[config.mk]
export PLATFORM = sky130hd
export DESIGN_NAME = uart_tx_arbiter
export DESIGN_NICKNAME = d
export VERILOG_FILES = /design/src/rtl/uart_pkg.sv /design/src/rtl/rr_arbiter.sv /design/src/rtl/uart_tx_arbiter.sv
export SDC_FILE = /design/constraint.sdc
export NUM_CORES = 1
export LEC_CHECK = 0
export BUFFER_PORTS_ARGS = -buffer_cell sky130_fd_sc_hd__buf_4
export CAP_MARGIN = 30
export CELL_PAD_IN_SITES_DETAIL_PLACEMENT = 0
export CELL_PAD_IN_SITES_GLOBAL_PLACEMENT = 1
export CORE_AREA = 2 2 77 86
export CTS_CLUSTER_SIZE = 28
export DETAILED_ROUTE_END_ITERATION = 6
export DIE_AREA = 0 0 79 88
export PLACE_DENSITY = 0.86
export SLEW_MARGIN = 0
export SYNTH_ARGS = -nofsm -noshare
export SYNTH_HDL_FRONTEND = slang
export SYNTH_HIERARCHICAL = 1
export SYNTH_SLANG_ARGS = --single-unit
[constraint.sdc]
create_clock -name clk -period 2.5 [get_ports clk]
set_input_delay 0.25 -clock clk [delete_from_list [all_inputs] [get_ports clk]]
set_output_delay 0.25 -clock clk [all_outputs]
set_load 0.01 [all_outputs]
[src/rtl/uart_pkg.sv]
// Shared definitions for the UART transmit-side arbitration logic.
// Holds the burst FSM state type and the header byte builder.
package uart_pkg;

  typedef enum logic [1:0] {
    ST_ARB  = 2'd0,
    ST_HDR  = 2'd1,
    ST_SEND = 2'd2,
    ST_WAIT = 2'd3
  } tx_state_t;

  localparam logic [3:0] HDR_TAG = 4'hA;

  // Header byte that lets a receiver demultiplex streams by requester id.
  function automatic logic [7:0] make_hdr(input logic [3:0] id);
    return {HDR_TAG, id};
  endfunction

endpackage

[src/rtl/rr_arbiter.sv]
// Combinational round-robin pick: first set request at or above the pointer,
// wrapping around. Shared with any future receive-side scheduler.
module rr_arbiter #(
  parameter int unsigned NUM_REQ = 4,
  parameter int unsigned IDX_W   = $clog2(NUM_REQ)
) (
  input  logic [NUM_REQ-1:0] req,
  input  logic [IDX_W-1:0]   ptr,
  output logic [NUM_REQ-1:0] gnt,
  output logic [IDX_W-1:0]   idx
);

  logic             w_found;
  logic [IDX_W-1:0] w_cand;

  always_comb begin
    gnt     = '0;
    idx     = '0;
    w_found = 1'b0;
    w_cand  = '0;
    for (int unsigned k = 0; k < NUM_REQ; k++) begin
      w_cand = IDX_W'((32'(ptr) + k) % NUM_REQ);
      if (!w_found && req[w_cand]) begin
        w_found     = 1'b1;
        gnt[w_cand] = 1'b1;
        idx         = w_cand;
      end
    end
  end

endmodule

[src/rtl/uart_tx_arbiter.sv]
// Shares one UART transmitter among NUM_REQ byte streams using round-robin
// bursts, each optionally prefixed by an id header byte.
module uart_tx_arbiter
  import uart_pkg::*;
#(
  parameter int unsigned NUM_REQ   = 4,
  parameter int unsigned DI_WIDTH  = 8,
  parameter int unsigned MAX_BURST = 16,
  parameter int unsigned ID_HDR    = 1
) (
  input  logic                         clk,
  input  logic                         rst,
  input  logic [NUM_REQ*DI_WIDTH-1:0]  req_data,
  input  logic [NUM_REQ-1:0]           req_vld,
  input  logic [NUM_REQ-1:0]           req_last,
  output logic [NUM_REQ-1:0]           req_rdy,
  output logic [DI_WIDTH-1:0]          uart_din,
  output logic                         uart_din_vld,
  input  logic                         uart_rfd,
  output logic [NUM_REQ-1:0]           grant,
  output logic                         busy
);

  localparam int unsigned IDX_W = $clog2(NUM_REQ);
  localparam int unsigned CNT_W = $clog2(MAX_BURST + 1);

  tx_state_t             r_state;
  tx_state_t             r_ret;
  logic [NUM_REQ-1:0]    r_grant;
  logic [IDX_W-1:0]      r_gidx;
  logic [IDX_W-1:0]      r_ptr;
  logic [CNT_W-1:0]      r_cnt;
  logic                  r_last;
  logic [DI_WIDTH-1:0]   r_din;
  logic                  r_din_vld;

  logic [NUM_REQ-1:0]    w_win;
  logic [IDX_W-1:0]      w_win_idx;
  logic                  w_g_vld;
  logic                  w_g_last;
  logic [DI_WIDTH-1:0]   w_g_data;
  logic                  w_xfer;
  logic                  w_burst_end;
  logic                  w_release;
  logic [IDX_W-1:0]      w_ptr_next;
  logic [DI_WIDTH-1:0]   w_hdr;

  rr_arbiter #(
    .NUM_REQ (NUM_REQ),
    .IDX_W   (IDX_W)
  ) u_rr (
    .req (req_vld),
    .ptr (r_ptr),
    .gnt (w_win),
    .idx (w_win_idx)
  );

  assign w_g_vld     = req_vld[r_gidx];
  assign w_g_last    = req_last[r_gidx];
  assign w_g_data    = req_data[32'(r_gidx) * DI_WIDTH +: DI_WIDTH];
  assign w_xfer      = (r_state == ST_SEND) & uart_rfd & w_g_vld;
  assign w_burst_end = r_last | (r_cnt == CNT_W'(MAX_BURST));
  assign w_ptr_next  = (r_gidx == IDX_W'(NUM_REQ - 1)) ? '0 : r_gidx + 1'b1;
  assign w_hdr       = DI_WIDTH'(make_hdr(4'(r_gidx)));

  // Both release paths share one update so grant and pointer stay in step.
  assign w_release = ((r_state == ST_SEND) & ~w_g_vld) |
                     ((r_state == ST_WAIT) & ~uart_rfd & w_burst_end);

  always_ff @(posedge clk or negedge rst) begin
    if (!rst) begin
      r_state   <= ST_ARB;
      r_ret     <= ST_SEND;
      r_grant   <= '0;
      r_gidx    <= '0;
      r_ptr     <= '0;
      r_cnt     <= '0;
      r_last    <= 1'b0;
      r_din     <= '0;
      r_din_vld <= 1'b0;
    end else begin
      r_din_vld <= 1'b0;
      if (w_release) begin
        r_grant <= '0;
        r_ptr   <= w_ptr_next;
        r_state <= ST_ARB;
      end else begin
        case (r_state)
          ST_ARB: begin
            if (|req_vld) begin
              r_grant <= w_win;
              r_gidx  <= w_win_idx;
              r_cnt   <= '0;
              r_last  <= 1'b0;
              r_state <= (ID_HDR != 0) ? ST_HDR : ST_SEND;
            end
          end
          ST_HDR: begin
            if (uart_rfd) begin
              r_din     <= w_hdr;
              r_din_vld <= 1'b1;
              r_ret     <= ST_SEND;
              r_state   <= ST_WAIT;
            end
          end
          ST_SEND: begin
            if (w_xfer) begin
              r_din     <= w_g_data;
              r_din_vld <= 1'b1;
              r_last    <= w_g_last;
              if (r_cnt != CNT_W'(MAX_BURST)) r_cnt <= r_cnt + 1'b1;
              r_state   <= ST_WAIT;
            end
          end
          ST_WAIT: begin
            if (!uart_rfd) r_state <= r_ret;
          end
          default: r_state <= ST_ARB;
        endcase
      end
    end
  end

  assign req_rdy      = w_xfer ? r_grant : '0;
  assign uart_din     = r_din;
  assign uart_din_vld = r_din_vld;
  assign grant        = r_grant;
  assign busy         = |r_grant;

endmodule

* Word level (Yosys, flattened, before mapping)
Index checks and enable logic that the tools add are counted.
Storage, ports and cells: register bits 25, logic and storage cells 129, output and inout port bits 18
Cells by class: $add $sub $neg 5, mux-type cells 56, shift operators 1, bitwise gates (word level) 13, $lt $le $gt $ge 9, reductions and logical operators 23, equal/unequal tests 14
Operator list (count):
- 2-to-1 mux 4 bit | 8
- variable part select 32 x 6 -> 8 bit | 1
- 2-to-1 mux 2 bit | 10
- 2-to-1 mux 1 bit | 18
- 2-to-1 mux 8 bit | 2
- case mux 8 bit (2 select lines) | 1
- less-than comparator 2 x 3 -> 1 bit (second input constant) | 5
- 2-to-1 mux 5 bit | 3
- binary-select mux 1 bit (select 2 bit) | 6
- inequality test 3 bit (second input constant) | 4
- bitwise OR 4 bit | 3
- AND reduction 4 bit | 3
- case mux 5 bit (2 select lines) | 1
- demux 1 bit (select 2 bit) | 4
- >= comparator 2 x 1 -> 1 bit (second input constant) | 4
- case mux 2 bit (4 select lines) | 1
- nonzero test 2 bit | 4
- OR reduction 4 bit | 2
- logical AND 1 bit | 7
- equality test 2 bit (second input constant) | 3
- inequality test 2 bit (second input constant) | 3
- adder 5 x 1 -> 5 bit (second input constant) | 1
- bitwise AND 1 bit | 5
- equality test 5 bit (second input constant) | 1
- 13 further kinds | 21

* Depth between registers and ports, before layout
Gate-level depths: netlist (run 1).
depth in word-level cells 15, gate-level depth with buffers 10, mapped depth without buffers 8

* Modules after synthesis
Netlist (run 1), hierarchy kept.
Modules (own cells, without submodules):
- uart_tx_arbiter | instances 1, seq. area each 625.6 um2, cells each 156, area an instance 1655.3 um2
- rr_arbiter | instances 1, seq. area each 0.0 um2, cells each 65, area an instance 489.2 um2

* Worst setup path before layout (run 1)
No wires, ideal clock.
kind register to register, from register r_ptr[0], to register r_gidx[1], required time 2.375 ns, path buffers 2, cell stages (with the launch flop) 10, arrival time 2.243 ns, path slack 0.132 ns, cell sequence dfrtp_1 > buf_6 > buf_2 > inv_1 > ha_1 > mux4_2 > or2_4 > a21oi_1 > a31oi_1 > mux2_4
Between the ends: cells in the longest elaborated chain, start to end 12, elaborated cells on any way between the ends 24, those cells by class add/sub: 3; mux: 15; reduce/logical: 6
Ends and longest elaborated chain:
- start: declaration | line uart_tx_arbiter.sv:31 | logic [IDX_W-1:0] r_ptr;
- start signal: assignment | line uart_tx_arbiter.sv:85 | r_ptr <= w_ptr_next;
- branches (longest 11 deep; another with adder 2 x 1 -> 2 bit)
- 2-to-1 mux 2 bit (*) | line rr_arbiter.sv:23 | if (!w_found && req[w_cand]) begin
- named net w_win_idx[1] | line uart_tx_arbiter.sv:38 | logic [IDX_W-1:0] w_win_idx;
- end signal: assignment | line uart_tx_arbiter.sv:92 | r_gidx <= w_win_idx;
- end: declaration | line uart_tx_arbiter.sv:30 | logic [IDX_W-1:0] r_gidx;
Mark *: on every way through the listed nets, which the timed path passes. The select of a mux whose other input is x is not followed. A chain may end at the register's enable or synchronous reset.

* Worst setup path after layout (run 1)
from register r_state[0], to register r_gidx[1]
Between the ends: cells in the longest elaborated chain, start to end 6, elaborated cells on any way between the ends 9, those cells by class eq/ne: 2; bitwise: 5; reduce/logical: 2
Ends and longest elaborated chain:
- start: declaration | line uart_tx_arbiter.sv:27 | tx_state_t r_state;
- start signal: assignment | line uart_tx_arbiter.sv:95 | r_state <= (ID_HDR != 0) ? ST_HDR : ST_SEND;
- start signal: assignment | line uart_tx_arbiter.sv:116 | if (!uart_rfd) r_state <= r_ret;
- equality test 2 bit | line uart_tx_arbiter.sv:68 | ((r_state == ST_WAIT) & ~uart_rfd & w_burst_end);
- bitwise AND 1 bit (2 in series) | line uart_tx_arbiter.sv:68
- bitwise OR 1 bit | line uart_tx_arbiter.sv:67 | assign w_release = ((r_state == ST_SEND) & ~w_g_vld) |
- inverter 1 bit (no source line)
- AND reduction 3 bit (no source line) (*)
Mark *: on every way between the ends. The rest lies on a longest branch, timed or not.

==> results of run 1 <==
## cell families after synthesis
kind of cell | count (synthesis) | synth area share
AND/OR/NAND/NOR | 79 | 0.1943
multiplexers | 27 | 0.1984
buffers and inverters | 27 | 0.06593
AO/OA/AOI/OAI | 49 | 0.1680
adder cells (fa/ha/maj) | 14 | 0.08168
flip-flops | 25 | 0.2917
## cell usage after synthesis (3+ instances only)
cell type and count:
nand2_1 28, dfrtp_1 25, a21oi_1 6, a31oi_1 3, and3_1 7, nand2b_1 4, clkbuf_2 3, ha_1 14
buf_6 3, mux2_2 3, mux4_2 10, a221o_2 4, nand3_1 6, o21ai_0 15, and2_1 3, inv_1 10
mux2i_1 10, buf_2 8, nor2_1 13
## layout make-up
cell class,count,area (sq um),area share
multi-input cells,169,1378,0.5088
well taps,80,100.1,0.03697
clock buffers,3,41.29,0.01525
repair buffers,69,520.5,0.1922
clock inverters,1,5.005,0.001848
flip-flops and latches,25,625.6,0.2311
inverters,10,37.54,0.01386
## repair_timing
action,CTS,global route
resized for setup,0,0
hold buffers,1,0
hold endpoints to repair,25,0
## power groups by stage
stage / Sequential (mW) / Clock [mW] / Combinational, mW
6_report: 0.725 / 0.244 / 1.91
3_5_place_dp: 0.734 / 0 / 1.91
2_1_floorplan: 0.706 / 0 / 1.45
4_1_cts: 0.725 / 0.246 / 1.92
5_1_grt: 0.749 / 0.270 / 2.10
3_3_place_gp: 0.723 / 0 / 1.87
## stage by stage
stage	hold WS (ps)	total power, mW	cells	setup WS [ps]
finish	372.9	2.879	357	332.4
global route	432.0	3.119	357	247.0
CTS	369.6	2.896	357	350.7
detailed placement	179.8	2.645	352	363.6
global placement	173.2	2.591	352	455.4
floorplan	-45.59	2.156	221	131.5
## registers in the layout, summed over array words and instances (netlist names)
register / flops
r_state: 2
r_last: 1
grant: 4
r_ptr: 2
r_gidx: 2
uart_din_vld: 1
r_cnt: 5
uart_din: 8
## cells in the final DEF (no fill, tap or decap), drive strengths merged, types with 8 or more instances in the layout
cell,n
buf,68
nand2,28
dfrtp,25
o21ai,18
ha,14
nor2,13
mux2i,12
inv,10
mux4,10
and3,8
## routing by layer
| layer | routed length (um) | global-route usage |
|---|---|---|
| met1 | 2228 | 0.1897 |
| met4 | 40 | 0.03292 |
| met2 | 2663 | 0.2750 |
| met3 | 279 | 0.02577 |
| met5 | 0 | 0 |
## worst min path at each step
| stage | startpoint | to | cells after the start | slack, ps |
|---|---|---|---|---|
| after detailed placement | rst | r_cnt[2]$_DFFE_PN0P_ | 1 | 180 |
| after global routing | uart_rfd | r_cnt[3]$_DFFE_PN0P_ | 4 | 430 |
| after global placement | rst | r_cnt[2]$_DFFE_PN0P_ | 1 | 170 |
| final | uart_rfd | r_cnt[3]$_DFFE_PN0P_ | 4 | 370 |
| after floorplan | rst | grant[0]$_DFFE_PN0P_ | 0 | -50 |
| after CTS | uart_rfd | r_cnt[3]$_DFFE_PN0P_ | 4 | 370 |
## critical path, delay by kind of cell, from the launching register on
kind,cells,cell delay (ps)
multiplexers,1,300
AND/OR/NAND/NOR,2,510
buffers and inverters,1,120
AO/OA/AOI/OAI,2,450
flip-flops,1,430
adder cells (fa/ha/maj),1,270
==> results.md, run 1 <==
* R2R cell count at 7
* Slowest CP cell: dfrtp_1
* Synth top area cells: dfrtp_1, mux4_2, ha_1
* CTS tree: done
* ANT cells at 0
* Max_cap viols at 0
* H-tree depth at 1
* Setup TNS at 0 ps
* Mapped Area at around 2100 sq um
* VDD IR max at 0.4777 mV
* Critical Path Fanout Max at 11
* Clock Path Buffers at 2
* Detailed-router iteration count before antenna repair at 4
* R2R Path End: r_gidx[1]$_DFFE_PN0P_
* First-pass GRT wire length at about 8500 um
* Initial antenna violation count at 0
* Crit. Startpoint: r_state[0]$_DFFE_PN0P_
* Net Sw Frac at 0.4338
* Root Driver: clkbuf_8
* GRT Util Overall at 0.1518
* Placer Congestion at 0.8579
* Clock power frac at 0.085
* Startpoint Class: flop
* Ys Warns at 6
* Core area at 6081 sq um
* Nets at around 340
* Flop2flop setup slack at roughly 330 ps
* Sequential fraction of the synthesis area at 0.2917
* CP arrival at approximately 2300 ps
* Crit Path Category: flop to flop
* Pleak at between 1 and 1.5 nW
* Setup Skew at 6.975 ps
* Fmax at 461.3 MHz
* DRC at 0
* Slew Limit Fails at 0
* Port Buffer Count at 60
* CP endpoint kind: flop
* Top-area cell type share of the netlist area at 0.2917
* CTS Buf Count at 3
* Placement Cell Area at 2651 sq um
* Main synth FF type: dfrtp_1
* Number of vias per cell at 5.176
* # IOs at 61
* Wire per inst at 14.59 um
* Number of synthesized register bits at 25
* Post-CTS Setup Bufs at 0
* Switching pwr at 1.249 mW
* Vias in the first global route at about 1800
* Unrepaired setup endpoints after global routing: no
* Chip Width at 79 um
* Grt ovf at 0
* TritonCTS Sinks at 25
* Area Overhead vs Synth at 26.25%
* Die Y-Extent at 88 um
* Worst slew pin tran at 556.0 ps
* Clock slew at reported path FFs at around 90 ps
* PwrDens at ~1100 nW/um^2
* Post-route cell area at 2708 sq um
* Final setup fails at 0
* Synthesized instance count at 221
* Max-slew headroom at 0.6259
* Starting Density at 0.3527
* Fill count at 603
* Die area at around 7000 sq um
* Syn_nets at 278
* WL final at approximately 5200 um
* Share of power burned in registers at 0.252
* Crit-path max cell delay at 430 ps
* Distinct cells, synth at 54
* Internal Pwr Total at 1.630 mW
* Cell Chain, Critical Path: inv_1, ha_1, and2_1, a22oi_4, o21ai_2, or2_4, mux2_4
* Tcrit/Tclk final at 0.8670
* Worst setup path end: r_gidx[1]$_DFFE_PN0P_
* Tmin final at 2168 ps
* Fraction of layout cells with a size suffix above 1 at 0.3755
* Critical R2R Launch: r_state[0]$_DFFE_PN0P_
* Hold Crit Class: input port to flop
* Final hold vios at 0
* Comb power frac at 0.663
* FP Rows at 30
* Via count at 1848
* Critical Path RT at 2660 ps
* Yosys top cell by area: dfrtp_1
* Avg Cell Area, Syn at 9.704 sq um
* DP Wirelength at 4010 um
* Final antenna-violating net count at 0
* Clock Latency Late Sink at 270 ps
* Final cell utilization of the core at 0.4453
* Ys async rst share at 1.000
* EDFF count, synth at 0
* Status: finished, final reports clean
* Pin count of the biggest net entering global routing at 26
* Drt initial violations at roughly 150
No activity file was read; power rests on OpenSTA's default activity.
==> inputs of run 2 (changes only) <==
- ABC_CLOCK_PERIOD_IN_PS: unset -> 2500
- CELL_PAD_IN_SITES_DETAIL_PLACEMENT: 0 -> unset
- CELL_PAD_IN_SITES_GLOBAL_PLACEMENT: 1 -> unset
- CORE_AREA: 2 2 77 86 -> 2 2 67 76
- DIE_AREA: 0 0 79 88 -> 0 0 69 78
- PLACE_DENSITY: 0.86 -> 0.85
==> results.md, run 2 (synthesis results as in run 1) <==
* Status: finished, final reports clean
* WL met2 at 2732 um
* Critical Path RT at about 2700 ps
* CP endpoint kind: flop
* Most common cell after layout, fill and taps aside: buf_4
* Grt ovf at 0
* Crit Path Category: flop to flop
* Crit path buf inv count at 1
* TritonCTS Sinks at 25
* Crit. Startpoint: r_state[0]$_DFFE_PN0P_
* Max reg flops at 8
* Routed metal-1 wirelength at approximately 2100 um
* Pin count of the biggest net entering global routing at 26
* ANT cells at 0
* Hold Crit Class: input port to flop
* Clock Path Buffers at 2
* VDD IR max at 0.4844 mV
* Die area at approximately 5400 sq um
* Detailed-router iteration count before antenna repair at 4
* Fmax at around 460 MHz
* Critical R2R Launch: r_state[0]$_DFFE_PN0P_
* Area Overhead vs Synth at 24.45%
* Final setup fails at 0
* Tot Pwr at between 2 and 3 mW
* Final hold vios at 0
* Setup TNS at 0 ps
* PwrDens at 1071 nW/um^2
* # IOs at 61
* H-tree depth at 1
* Hold Crit Endpoint: uart_din[0]$_DFFE_PN0P_
* Post-CTS sizing at 0
* Starting Density at 0.4709
* Drt initial violations at approximately 120
* R2R cell count at 7
* Flop2flop setup slack at 330 ps
* Met3 wire length at 151 um
* Critical Path Fanout Max at 11
* Clock Latency Late Sink at around 270 ps
* Clock slew at reported path FFs at 90 ps
* Fraction of layout cells with a size suffix above 1 at 0.3696
* Tcrit/Tclk final at 0.8680
* Hold Crit Start: req_data[24]
* FP Rows at 26
* Via count at around 1900
* GRT Util Overall at 0.1818
* Max_cap viols at 0
* Root Driver: clkbuf_8
* Final antenna-violating net count at 0
* CTS Hold Bufs at 1
* Nets at 334
* Core area at between 4000 and 5000 sq um
* WL final at 5059 um
* Max-slew headroom at 0.6886
* CTS Buf Count at 3
* Crit-path max cell delay at 410 ps
* Slowest CP cell: dfrtp_1
* Post-CTS Setup Bufs at 0
* Startpoint Class: flop
* Max layer used: met4
* Unrepaired setup endpoints after global routing: no
* Port Buffer Count at 60
* Cell Chain, Critical Path: inv_1, ha_1, and2_1, a22oi_4, o21ai_2, or2_4, mux2_4
* Tmin final at around 2200 ps
* Initial antenna violation count at 0
* DRC at 0
* Worst slew pin tran at 462.9 ps
* Chip Width at 69 um
* Number of vias per cell at 5.645
* Vias in the first global route at 1826
* Pleak at 1.329 nW
* Die Y-Extent at 78 um
* Slew Limit Fails at 0
* Hold Path Depth at 5
* CP arrival at 2340 ps
* Setup Skew at between 7 and 8 ps
* Wire per inst at 15.24 um
* DP Wirelength at 3836 um
* First-pass GRT wire length at 8266 um
* CP top delay family: simple AND/OR/NAND/NOR gates
* R2R Path End: r_gidx[0]$_DFFE_PN0P_
* Most frequent cells in the layout: buf_4, nand2_1, dfrtp_1
* CTS tree: done
* Placer Congestion at 0.8455
==> run 2: cell type report <==
type | count | area [sq um]
Clock buffer | 4 | 45.04
Fill cell | 394 | 1886
Inverter | 10 | 37.54
Multi-Input combinational cell | 169 | 1378
Sequential cell | 25 | 625.6
Tap cell | 56 | 70.07
Timing Repair Buffer | 68 | 513.0
==> run 2: how the worst max path moves through the flow <==
stage                            endpoint  slack, ps  depth (start not counted)
floorplan           r_gidx[1]$_DFFE_PN0P_        130                          9
global placement    r_gidx[0]$_DFFE_PN0P_        450                          7
detailed placement  r_gidx[0]$_DFFE_PN0P_        350                          7
CTS                 r_gidx[0]$_DFFE_PN0P_        340                          7
global route        r_gidx[0]$_DFFE_PN0P_        230                          7
finish              r_gidx[0]$_DFFE_PN0P_        330                          7
==> run 2: through the flow <==
| step | instance area (sq um) | utilization | std cells | setup WS, ps | hold WS (ps) |
|---|---|---|---|---|---|
| 2_1_floorplan | 2145 | - | 221 | 131.5 | -45.59 |
| 3_3_place_gp | 2614 | 0.5739 | 327 | 449.7 | 169.2 |
| 3_5_place_dp | 2614 | 0.5739 | 327 | 353.2 | 174.4 |
| 4_1_cts | 2669 | 0.5860 | 332 | 335.5 | 406.6 |
| 5_1_grt | 2669 | 0.5860 | 332 | 232.9 | 421.2 |
| 6_report | 2669 | 0.5860 | 332 | 330.1 | 403.0 |
==> run 2: where the power goes <==
part / leakage [nW] / internal [mW] / switching, mW
logic: 0.984 / 0.948 / 0.960
registers: 0.322 / 0.560 / 0.144
clock network: 0.0228 / 0.114 / 0.132
total: 1.33 / 1.62 / 1.23
==> run 2: tightest hold or removal path: stages <==
cell,delay (ps)
buf_4,80
mux2i_1,50
nand2_1,60
a22oi_1,50
o21ai_0,150
==> run 2: layer usage <==
metal / vias up / GRT usage
li1: 910 / -
met1: 913 / 0.2212
met2: 42 / 0.3356
met3: 9 / 0.02078
met4: 0 / 0.05294
met5: - / 0
